<file path="src/rtl/calc_pkg.sv">
`default_nettype none
// +--------------------------------------------------------------------+
// | calc_pkg : key codes, operator/state enums, size defaults          |
// | Rev 1.0                                                            |
// +--------------------------------------------------------------------+
package calc_pkg;
   localparam int DIGITS_DEF = 4;
   localparam int OP_W_DEF   = 14;

   localparam logic [3:0] KEY_ADD = 4'd10;
   localparam logic [3:0] KEY_SUB = 4'd11;
   localparam logic [3:0] KEY_MUL = 4'd12;
   localparam logic [3:0] KEY_DIV = 4'd13;
   localparam logic [3:0] KEY_EQ  = 4'd14;
   localparam logic [3:0] KEY_CLR = 4'd15;

   typedef enum logic [1:0] {
      OP_ADD = 2'b00,
      OP_SUB = 2'b01,
      OP_MUL = 2'b10,
      OP_DIV = 2'b11
   } op_e;

   typedef enum logic [2:0] {
      ST_ENTER_A = 3'd0,
      ST_ENTER_B = 3'd1,
      ST_EXEC    = 3'd2,
      ST_WAIT    = 3'd3,
      ST_SHOW    = 3'd4,
      ST_ERR     = 3'd5
   } state_e;

   function automatic int pow10(input int n);
      int r = 1;
      for (int i = 0; i < n; i++) r = r * 10;
      return r;
   endfunction

   localparam int DEC_MAX = pow10(DIGITS_DEF) - 1;
endpackage
`default_nettype wire

</file>
<file path="src/rtl/calc_sequencer_if.sv">
`default_nettype none
// +--------------------------------------------------------------------+
// | calc_sequencer_if : key input, ALU handshake and display bundle    |
// | Rev 1.0                                                            |
// +--------------------------------------------------------------------+
interface calc_sequencer_if #(parameter int OP_W = 14);
   logic            key_valid;
   logic [3:0]      key_code;
   logic [OP_W-1:0] op1;
   logic [OP_W-1:0] op2;
   logic [1:0]      operation;
   logic            alu_start;
   logic            alu_done;
   logic [OP_W-1:0] alu_result;
   logic            alu_sign;
   logic [OP_W-1:0] disp_value;
   logic            disp_neg;
   logic            err;
   logic            busy;

   modport master (
      input  key_valid, key_code, alu_done, alu_result, alu_sign,
      output op1, op2, operation, alu_start, disp_value, disp_neg, err, busy
   );

   modport slave (
      output key_valid, key_code, alu_done, alu_result, alu_sign,
      input  op1, op2, operation, alu_start, disp_value, disp_neg, err, busy
   );
endinterface
`default_nettype wire

</file>
<file path="src/rtl/calc_sequencer_digit_accum.sv">
`default_nettype none
// +--------------------------------------------------------------------+
// | digit_accum : one decimal operand accumulator with digit counter   |
// | Rev 1.0                                                            |
// +--------------------------------------------------------------------+
module digit_accum #(
   parameter int DIGITS = 4,
   parameter int OP_W   = 14
) (
   input  logic            clk,
   input  logic            rst,
   input  logic            load_zero,
   input  logic            push_digit,
   input  logic [3:0]      digit,
   input  logic            load_en,
   input  logic [OP_W-1:0] load_data,
   output logic [OP_W-1:0] value
);
   localparam int CNT_W = $clog2(DIGITS + 1);

   logic [OP_W-1:0]  r_acc;
   logic [CNT_W-1:0] r_cnt;
   logic [OP_W-1:0]  w_base;
   logic [CNT_W-1:0] w_cnt;
   logic             w_significant;

   // load_zero with push_digit means "restart the operand with this digit"
   always_comb begin
      w_base        = load_zero ? '0 : r_acc;
      w_cnt         = load_zero ? '0 : r_cnt;
      w_significant = (w_base != '0) || (digit != 4'd0);
   end

   always_ff @(posedge clk) begin
      if (rst) begin
         r_acc <= '0;
         r_cnt <= '0;
      end else if (load_en) begin
         // a chained result is a finished operand: no digits may be appended
         r_acc <= load_data;
         r_cnt <= CNT_W'(DIGITS);
      end else if (push_digit && (w_cnt < CNT_W'(DIGITS))) begin
         r_acc <= w_base * OP_W'(10) + OP_W'(digit);
         r_cnt <= w_cnt + (w_significant ? CNT_W'(1) : CNT_W'(0));
      end else if (load_zero) begin
         r_acc <= '0;
         r_cnt <= '0;
      end
   end

   assign value = r_acc;
endmodule
`default_nettype wire

</file>
<file path="src/rtl/calc_sequencer.sv">
`default_nettype none
// +--------------------------------------------------------------------+
// | calc_sequencer : keypad entry -> ALU launch -> result display FSM  |
// | Optional macro RESULT_CHAIN_EN: operator key in SHOW chains result |
// | Rev 1.0                                                            |
// +--------------------------------------------------------------------+
module calc_sequencer
   import calc_pkg::*;
#(
   parameter int DIGITS = DIGITS_DEF,
   parameter int OP_W   = OP_W_DEF
) (
   input logic              clk,
   input logic              rst,
   calc_sequencer_if.master bus
);
   localparam logic [OP_W-1:0] C_DEC_MAX = OP_W'(pow10(DIGITS) - 1);

   state_e          r_state, w_state_n;
   op_e             r_op, w_op_n;
   logic [OP_W-1:0] r_res, w_res_n;
   logic            r_neg, w_neg_n;
   logic            w_a_zero, w_a_push, w_a_load, w_b_zero, w_b_push;
   logic [OP_W-1:0] w_op1, w_op2;
   logic            w_digit, w_oper, w_eq, w_clr, w_div0;

   digit_accum #(.DIGITS(DIGITS), .OP_W(OP_W)) u_acc_a (
      .clk(clk), .rst(rst), .load_zero(w_a_zero), .push_digit(w_a_push),
      .digit(bus.key_code), .load_en(w_a_load), .load_data(r_res), .value(w_op1)
   );

   digit_accum #(.DIGITS(DIGITS), .OP_W(OP_W)) u_acc_b (
      .clk(clk), .rst(rst), .load_zero(w_b_zero), .push_digit(w_b_push),
      .digit(bus.key_code), .load_en(1'b0), .load_data('0), .value(w_op2)
   );

   always_comb begin
      w_digit = bus.key_valid && (bus.key_code < KEY_ADD);
      w_oper  = bus.key_valid && (bus.key_code >= KEY_ADD) && (bus.key_code <= KEY_DIV);
      w_eq    = bus.key_valid && (bus.key_code == KEY_EQ);
      w_clr   = bus.key_valid && (bus.key_code == KEY_CLR);
      w_div0  = (r_op == OP_DIV) && (w_op2 == '0);
   end

   always_ff @(posedge clk) begin
      if (rst) begin
         r_state <= ST_ENTER_A;
         r_op    <= OP_ADD;
         r_res   <= '0;
         r_neg   <= 1'b0;
      end else begin
         r_state <= w_state_n;
         r_op    <= w_op_n;
         r_res   <= w_res_n;
         r_neg   <= w_neg_n;
      end
   end

   always_comb begin
      w_state_n = r_state;
      w_op_n    = r_op;
      w_res_n   = r_res;
      w_neg_n   = r_neg;
      w_a_zero  = 1'b0;
      w_a_push  = 1'b0;
      w_a_load  = 1'b0;
      w_b_zero  = 1'b0;
      w_b_push  = 1'b0;
      if (w_clr && (r_state != ST_WAIT)) begin
         w_state_n = ST_ENTER_A;
         w_op_n    = OP_ADD;
         w_res_n   = '0;
         w_neg_n   = 1'b0;
         w_a_zero  = 1'b0 | 1'b1;
         w_b_zero  = 1'b1;
      end else begin
         case (r_state)
            ST_ENTER_A: begin
               if (w_digit) begin
                  w_a_push = 1'b1;
               end else if (w_oper) begin
                  w_op_n    = op_e'(2'(bus.key_code - KEY_ADD));
                  w_b_zero  = 1'b1;
                  w_state_n = ST_ENTER_B;
               end
            end
            ST_ENTER_B: begin
               if (w_digit) begin
                  w_b_push = 1'b1;
               end else if (w_oper) begin
                  w_op_n = op_e'(2'(bus.key_code - KEY_ADD));
               end else if (w_eq) begin
                  w_state_n = ST_EXEC;
               end
            end
            ST_EXEC: begin
               w_state_n = w_div0 ? ST_ERR : ST_WAIT;
            end
            ST_WAIT: begin
               // the ALU saturates to all ones on overflow, which exceeds C_DEC_MAX
               if (bus.alu_done) begin
                  if (bus.alu_result > C_DEC_MAX) begin
                     w_state_n = ST_ERR;
                  end else begin
                     w_res_n   = bus.alu_result;
                     w_neg_n   = bus.alu_sign;
                     w_state_n = ST_SHOW;
                  end
               end
            end
            ST_SHOW: begin
               if (w_digit) begin
                  w_a_zero  = 1'b1;
                  w_a_push  = 1'b1;
                  w_state_n = ST_ENTER_A;
               end else if (w_eq) begin
                  w_state_n = ST_EXEC;
               end
`ifdef RESULT_CHAIN_EN
               else if (w_oper) begin
                  w_a_load  = 1'b1;
                  w_op_n    = op_e'(2'(bus.key_code - KEY_ADD));
                  w_b_zero  = 1'b1;
                  w_neg_n   = 1'b0;
                  w_state_n = ST_ENTER_B;
               end
`endif
            end
            default: ;
         endcase
      end
   end

   always_comb begin
      bus.op1        = w_op1;
      bus.op2        = w_op2;
      bus.operation  = r_op;
      bus.alu_start  = (r_state == ST_EXEC) && !w_div0;
      bus.busy       = (r_state == ST_EXEC) || (r_state == ST_WAIT);
      bus.err        = (r_state == ST_ERR);
      bus.disp_neg   = (r_state == ST_SHOW) && r_neg;
      case (r_state)
         ST_ENTER_A:                    bus.disp_value = w_op1;
         ST_ENTER_B, ST_EXEC, ST_WAIT:  bus.disp_value = w_op2;
         ST_SHOW:                       bus.disp_value = r_res;
         default:                       bus.disp_value = '0;
      endcase
   end
endmodule
`default_nettype wire

</file>
<file path="src/flat_wrapper.sv">
// flat-port wrapper written by rule: the top's interface ports become plain ports
module calc_sequencer_flat import calc_pkg::*;
#(
   parameter int DIGITS = DIGITS_DEF,
   parameter int OP_W   = OP_W_DEF
)
  (clk, rst, bus_key_valid, bus_key_code, bus_alu_done, bus_alu_result, bus_alu_sign, bus_op1, bus_op2, bus_operation, bus_alu_start, bus_disp_value, bus_disp_neg, bus_err, bus_busy);
  calc_sequencer_if #(.OP_W(OP_W)) bus_i ();
  input logic clk;
  input logic rst;
  input wire logic [$bits(bus_i.key_valid)-1:0] bus_key_valid;
  input wire logic [$bits(bus_i.key_code)-1:0] bus_key_code;
  input wire logic [$bits(bus_i.alu_done)-1:0] bus_alu_done;
  input wire logic [$bits(bus_i.alu_result)-1:0] bus_alu_result;
  input wire logic [$bits(bus_i.alu_sign)-1:0] bus_alu_sign;
  output wire logic [$bits(bus_i.op1)-1:0] bus_op1;
  output wire logic [$bits(bus_i.op2)-1:0] bus_op2;
  output wire logic [$bits(bus_i.operation)-1:0] bus_operation;
  output wire logic [$bits(bus_i.alu_start)-1:0] bus_alu_start;
  output wire logic [$bits(bus_i.disp_value)-1:0] bus_disp_value;
  output wire logic [$bits(bus_i.disp_neg)-1:0] bus_disp_neg;
  output wire logic [$bits(bus_i.err)-1:0] bus_err;
  output wire logic [$bits(bus_i.busy)-1:0] bus_busy;
  assign bus_i.key_valid = bus_key_valid;
  assign bus_i.key_code = bus_key_code;
  assign bus_i.alu_done = bus_alu_done;
  assign bus_i.alu_result = bus_alu_result;
  assign bus_i.alu_sign = bus_alu_sign;
  assign bus_op1 = bus_i.op1;
  assign bus_op2 = bus_i.op2;
  assign bus_operation = bus_i.operation;
  assign bus_alu_start = bus_i.alu_start;
  assign bus_disp_value = bus_i.disp_value;
  assign bus_disp_neg = bus_i.disp_neg;
  assign bus_err = bus_i.err;
  assign bus_busy = bus_i.busy;
  calc_sequencer #(.DIGITS(DIGITS), .OP_W(OP_W)) u_core (.clk(clk), .rst(rst), .bus(bus_i));
endmodule
</file>
<file path="config.mk">
export PLATFORM = sky130hd
export DESIGN_NAME = calc_sequencer_flat
export DESIGN_NICKNAME = d
export VERILOG_FILES = /design/src/rtl/calc_pkg.sv /design/src/rtl/calc_sequencer_if.sv /design/src/rtl/calc_sequencer_digit_accum.sv /design/src/rtl/calc_sequencer.sv /design/src/flat_wrapper.sv
export SDC_FILE = /design/constraint.sdc
export NUM_CORES = 1
export LEC_CHECK = 0
export CAP_MARGIN = 20
export CORE_UTILIZATION = 53
export CTS_CLUSTER_DIAMETER = 30
export DETAILED_ROUTE_END_ITERATION = 16
export PLACE_DENSITY = 0.87
export SKIP_CTS_REPAIR_TIMING = 1
export SYNTH_ARGS = -nofsm -noshare
export SYNTH_HDL_FRONTEND = slang
export SYNTH_SLANG_ARGS = --single-unit
</file>
<file path="constraint.sdc">
create_clock -name clk -period 7.9 [get_ports clk]
set_clock_uncertainty 0.05 [all_clocks]
set_input_delay 1.58 -clock clk [delete_from_list [all_inputs] [get_ports clk]]
set_output_delay 1.58 -clock clk [all_outputs]
set_load 0.02 [all_outputs]
</file>
==> metrics.txt, run 1 <==
HP Start u_core.r_res[12]$_SDFFE_PP0P_; Clock Path Buffers 2; Mapped Area 4470 sq um; CTS tree built; cts bufs inserted 5; post-synth top area share 0.242; first drt pass iteration count 5; num rows 33; Setup crit end kind register; drt drc 0; Slew Limit Headroom 0.274; port bufs 70; P&R area growth vs syn 18.9%; initial core utilization 0.546; initial antenna violation count 0; Lkg Pwr 2.18 nW; initial DRC count ~370; Final period util 0.758; GR Overflow Total 0; most frequent cells in the layout clkdlybuf4s50_1, nand2_1, dfxtp_1; Synth Instances 555; Max-Cap Viols 0; syn_area_per_cell 8.05 sq um; layout cells sized above 1 0.0443; final hold vios 0; r2r setup slk around 3.1 ns; Synth area leaders dfxtp_1, ha_1, mux2i_1; Core ar. 8180 sq um; met3 wire length 968 microns; Max Fclk 167 MHz; Clock Root Buffer clkbuf_8; peak supply drop 88.3 uV; via/cell ratio just over 6; Placer Congestion around 0.92; post-layout min period 5.99 ns; fillers about 700; WL per Instance roughly 17 microns; Synth warnings 0; R2R Path End u_core.u_acc_b.value[13]$_SDFF_PP0_; Setup TNS 0 ns; asr flop ratio synth 0; Inst Count DP between 700 and 800; DRT Wirelength 12100 microns; clk_lat worst skew 0.32 ns; die area 8800 sq um; first-pass GRT wire length 19300 microns; Worst Setup SP bus_key_code[2]; crit path DAT ~6.2 ns; clk slew on worst S/H paths roughly 0.11 ns; Sequential Power Share 0.422; DIE WIDTH 93.8 microns; outcome finished clean; Setup crit end u_core.u_acc_b.value[13]$_SDFF_PP0_; P_int 456 uW; syn_nets 626; cell taking the most area after synthesis dfxtp_1; post-DP HPWL 9320 microns; number of global-route vias before repair roughly 4100; chip height 93.8 microns; via count 4350; Total GRT Usage 0.275; # nets final 679; r2r worst-path depth 13; Post-Layout Cell Count 714; switching part of the total power 0.358; Antenna Nets Post-Route 0; pwr dens about 130 nW/um^2; max-slew violations 0; synthesis-stage register bit count 54; P_sw 255 uW; R2R Path Start u_core.r_state[2]$_SDFFE_PP0P_; Worst EP required 8.11 ns; final number of setup-violating endpoints 0; CTS sink count 54; met2 wire length 5480 microns; sequential element share of the synthesized area 0.242; post-route met1 wirelength 5270 microns; largest net degree at the start of global routing 36; Clk pwr share 0.227; commonest non-fill, non-tap cell in the layout clkdlybuf4s50_1; Max FO, Critical Path 21; antenna cells 0; WS Path Type in2reg; Synth Flop Type dfxtp_1; final worst setup slack 1.91 ns; hold crit path type reg2reg; Max Used Layer met4; number of enable flip-flop cells after synthesis 0; Gate power share 0.351; worst slew pin tran 1.08 ns; Util after Layout 0.650; post-synth cell types 63; H-Tree Depth 2; pre-CTS WS between 1.5 and 2 ns; RSZ-0062 raised after global routing no; startpoint types primary input; num ports 71
==> through the flow <==
| step | cell area, sq um | total power, mW | hold slack [ns] |
|---|---|---|---|
| 2_1_floorplan | 4470 | 0.468 | 0.402 |
| 3_3_place_gp | 5200 | 0.542 | 0.420 |
| 3_5_place_dp | 5200 | 0.549 | 0.437 |
| 4_1_cts | 5300 | 0.704 | 0.462 |
| 5_1_grt | 5310 | 0.747 | 0.484 |
| 6_report | 5310 | 0.712 | 0.459 |
==> cell type report <==
cell class / instances / area [sq um] / area share
repair buffers: 74 / 738 / 0.139
clock inverters: 3 / 25.0 / 0.00471
clock buffers: 5 / 68.8 / 0.0130
multi-input cells: 457 / 3210 / 0.604
well taps: 105 / 131 / 0.0247
inverters: 16 / 60.1 / 0.0113
flip-flops and latches: 54 / 1080 / 0.204
==> state kept, by name, indices dropped and copies added, names as in the netlist <==
register,count
u_core.r_res,14
u_core.bus.operation,2
u_core.u_acc_b.r_cnt,3
u_core.r_neg,1
u_core.u_acc_a.value,14
u_core.u_acc_a.r_cnt,3
u_core.r_state,3
u_core.u_acc_b.value,14
==> cells by family (layout without fill, tap and decap cells) <==
logic type	count (synthesis)	in the layout	share of synthesized area
adders and majority gates	48	48	0.140
muxes	30	30	0.0672
AOI/OAI and AO/OA	120	120	0.181
DFF	54	54	0.242
and+or+nand+nor	221	221	0.252
xor gates and xnor gates	38	38	0.0779
buffers and inverters	44	98	0.0403
==> Yosys cell counts, types with 4 or more instances <==
| cell | count |
|---|---|
| inv_1 | 16 |
| mux2i_1 | 30 |
| a21o_1 | 6 |
| and2_1 | 27 |
| nor3_1 | 7 |
| xor2_1 | 14 |
| a211oi_1 | 11 |
| and3_1 | 8 |
| nand2_1 | 64 |
| nor4_1 | 9 |
| nor2_1 | 54 |
| a31oi_1 | 4 |
| xnor2_1 | 23 |
| o21ai_0 | 24 |
| nand4_1 | 7 |
| clkbuf_1 | 17 |
| o31ai_1 | 5 |
| buf_2 | 9 |
| a21oi_1 | 38 |
| ha_1 | 45 |
| dfxtp_1 | 54 |
| nand2b_1 | 4 |
| nand3_1 | 14 |
==> how the worst min path moves through the flow <==
stage / end / slack, ns / depth (start not counted)
after detailed placement: u_core.r_neg$_SDFFE_PP0P_ / 0.44 / 2
after CTS: u_core.r_neg$_SDFFE_PP0P_ / 0.46 / 2
after global placement: u_core.r_neg$_SDFFE_PP0P_ / 0.42 / 2
after floorplan: u_core.r_neg$_SDFFE_PP0P_ / 0.40 / 2
final: u_core.r_res[12]$_SDFFE_PP0P_ / 0.46 / 2
after global routing: u_core.r_res[4]$_SDFFE_PP0P_ / 0.48 / 2
==> worst max-delay path: stages <==
cell             delay (ns)
clkdlybuf4s50_1        0.62
and4_1                 0.36
and3_1                 0.21
nor2_1                 0.82
and2_1                 0.29
ha_1                   0.25
ha_1                   0.38
o211ai_1               0.36
a21oi_1                0.14
a211oi_2               0.29
and4b_1                0.24
and2_4                 0.16
a2111oi_2              0.33
nand3b_1               0.14
==> metal layers <==
layer,up-vias,track usage
met1,2001,0.364
li1,2094,-
met2,221,0.443
met3,34,0.0494
met5,-,0
met4,0,0.103
==> power by group through the flow <==
stage,clock network (mW),registers (mW),logic (mW)
5_1_grt,0.172,0.301,0.274
3_3_place_gp,0,0.305,0.236
2_1_floorplan,0,0.309,0.159
3_5_place_dp,0,0.306,0.244
4_1_cts,0.160,0.299,0.245
6_report,0.161,0.300,0.250
Note: power is estimated with default switching activity, not from simulation.
==> run 2: changes to the inputs <==
==> constraint.sdc (replaced) <==
create_clock -name clk -period 5.9 [get_ports clk]
set_clock_uncertainty 0.05 [all_clocks]
set_input_delay 1.18 -clock clk [delete_from_list [all_inputs] [get_ports clk]]
set_output_delay 1.18 -clock clk [all_outputs]
set_load 0.02 [all_outputs]
==> metrics.txt, run 2 (synthesis results as in run 1) <==
outcome finished clean; most frequent cells in the layout clkdlybuf4s50_1, nand2_1, dfxtp_1; initial antenna violation count 0 (unchanged); CTS tree built; via/cell ratio 6.08 (-0.15%); antenna cells 0 (unchanged); GR Overflow Total 0 (unchanged); startpoint types primary input; DIE WIDTH 93.8 microns (unchanged); Gate power share 0.353 (+0.002); pwr dens 181 nW/um^2 (+35%); Max FO, Critical Path 19 (-9.5%); CP bufs+invs 3 (+2); RSZ-0062 raised after global routing no; final number of setup-violating endpoints 0 (unchanged); die area 8800 sq um (unchanged); peak supply drop 134 uV (+52%); H-Tree Depth 2 (unchanged); first-pass GRT wire length 19800 microns (+2.6%); Util after Layout 0.656 (+0.00658); max incr delay on CP 0.64 ns (-0.18 ns); Lkg Pwr 2.22 nW (+1.6%); num rows 33 (unchanged); crit path DAT 5.56 ns (-0.64 ns); P_sw 352 uW (+38%); delay-heaviest family, CP simple AND/OR/NAND/NOR gates; Final period util 0.910; Post-Layout Cell Count 719 (+0.70%); worst path cell trace clkdlybuf4s50_1, o21ai_0, a32oi_1, o22a_1, nand2_1, inv_1, ha_1, ha_1, inv_1, fa_1, nor4b_1, nand4_1, nand3b_1, or3_1, a31oi_1; CP max-delay cell clkdlybuf4s50_1; max-slew violations 0 (unchanged); Max Fclk 186 MHz; chip height 93.8 microns (unchanged); Total GRT Usage 0.282 (+0.00700); worst slew pin tran 0.889 ns (-0.196 ns); Clock Path Buffers 2 (unchanged); initial DRC count 530 (+45%); layout cells sized above 1 0.0521 (+0.00778); Slew Limit Headroom 0.407 (+0.133); DRT Wirelength 12300 microns (+2.0%); Max-Cap Viols 0 (unchanged); first drt pass iteration count 6 (+1); post-layout min period 5.37 ns; switching part of the total power 0.362 (+0.00338); drt drc 0 (unchanged); largest net degree at the start of global routing 36 (unchanged); WL per Instance 17.1 microns (+1.3%); number of global-route vias before repair 4109 (-0.19%); Antenna Nets Post-Route 0 (unchanged); num ports 71 (unchanged); fillers 645 (-8.3%); Setup crit end kind register; Setup TNS 0 ns (unchanged); clk slew on worst S/H paths 0.11 ns (about the same); hold crit path type reg2reg; Clock Root Buffer clkbuf_8; total area of sequential cells 1080 sq um (unchanged); final hold vios 0 (unchanged); port bufs 70 (unchanged); Inst Count DP 710 (+0.71%); Sequential Power Share 0.414 (-0.008); via count 4374 (+0.55%); WS Path Type in2reg; # nets final 684 (+0.74%); clk_lat worst skew 0.32 ns (about the same); initial core utilization 0.546 (unchanged); commonest non-fill, non-tap cell in the layout clkdlybuf4s50_1; Placer Congestion 0.951 (+3.4%); Clk pwr share 0.233 (+0.006); CTS sink count 54 (unchanged); area of the multi-input gates 3210 sq um (unchanged); P_int 620 uW (+36%); post-DP HPWL 9560 microns (+2.6%); Worst EP required 6.10 ns (-2.01 ns); Core ar. 8180 sq um (unchanged); total power 972 uW (+37%); P&R area growth vs syn 20.1%; cts bufs inserted 5 (unchanged)
==> run 2: changes by cell type in the layout (fill, tap and decap cells not counted) <==
cell,previous run,this run
buf_16,0,1
clkinvlp_4,1,0
inv_8,0,1
buf_8,1,0
buf_4,3,8
==> run 2: power groups by stage <==
| stage | Clock (mW) | Combinational (mW) | Sequential [mW] |
|---|---|---|---|
| floorplan | 0 | 0.212 | 0.414 |
| global placement | 0 | 0.321 | 0.409 |
| detailed placement | 0 | 0.331 | 0.409 |
| CTS | 0.226 | 0.333 | 0.401 |
| global route | 0.246 | 0.372 | 0.404 |
| finish | 0.226 | 0.343 | 0.402 |
==> run 2: final cells by class <==
cell class,count,area share
multi-input cells,457,0.598
flip-flops and latches,54,0.201
inverters,16,0.0112
well taps,105,0.0245
clock inverters,3,0.00536
clock buffers,5,0.0128
repair buffers,79,0.147
==> run 2: worst min-delay path: cells and delay by family, from the launching register on <==
kind / cells / cell delay, ns
flops: 1 / 0.34
mux: 1 / 0.07
simple gates: 1 / 0.07
==> run 2: through the flow <==
step,hold WS [ns],worst slack [ns],area (sq um)
global placement,0.419,0.573,5240
finish,0.466,0.532,5370
detailed placement,0.436,0.301,5240
floorplan,0.402,1.20,4470
global route,0.498,0.232,5370
CTS,0.463,0.616,5340
==> run 2: routing by layer <==
layer / GRT usage / up-vias / routed length (microns)
met3: 0.0469 / 28 / 1030
met5: 0 / - / 0
met4: 0.0821 / 0 / 283
met1: 0.392 / 2028 / 5480
li1: - / 2106 / -
met2: 0.446 / 212 / 5530
==> run 2: path summary, 6_finish.rpt <==
kind,startpoint,to,slack [ns],cells past startpoint
worst min-delay path,u_core.r_res[1]$_SDFFE_PP0P_,u_core.r_res[1]$_SDFFE_PP0P_,0.47,2
worst max register to register,u_core.r_state[2]$_SDFFE_PP0P_,u_core.u_acc_a.value[12]$_SDFF_PP0_,1.35,13
worst max-delay path,bus_key_code[1],u_core.u_acc_a.value[12]$_SDFF_PP0_,0.53,15
worst min register to register,u_core.r_res[1]$_SDFFE_PP0P_,u_core.r_res[1]$_SDFFE_PP0P_,0.47,2
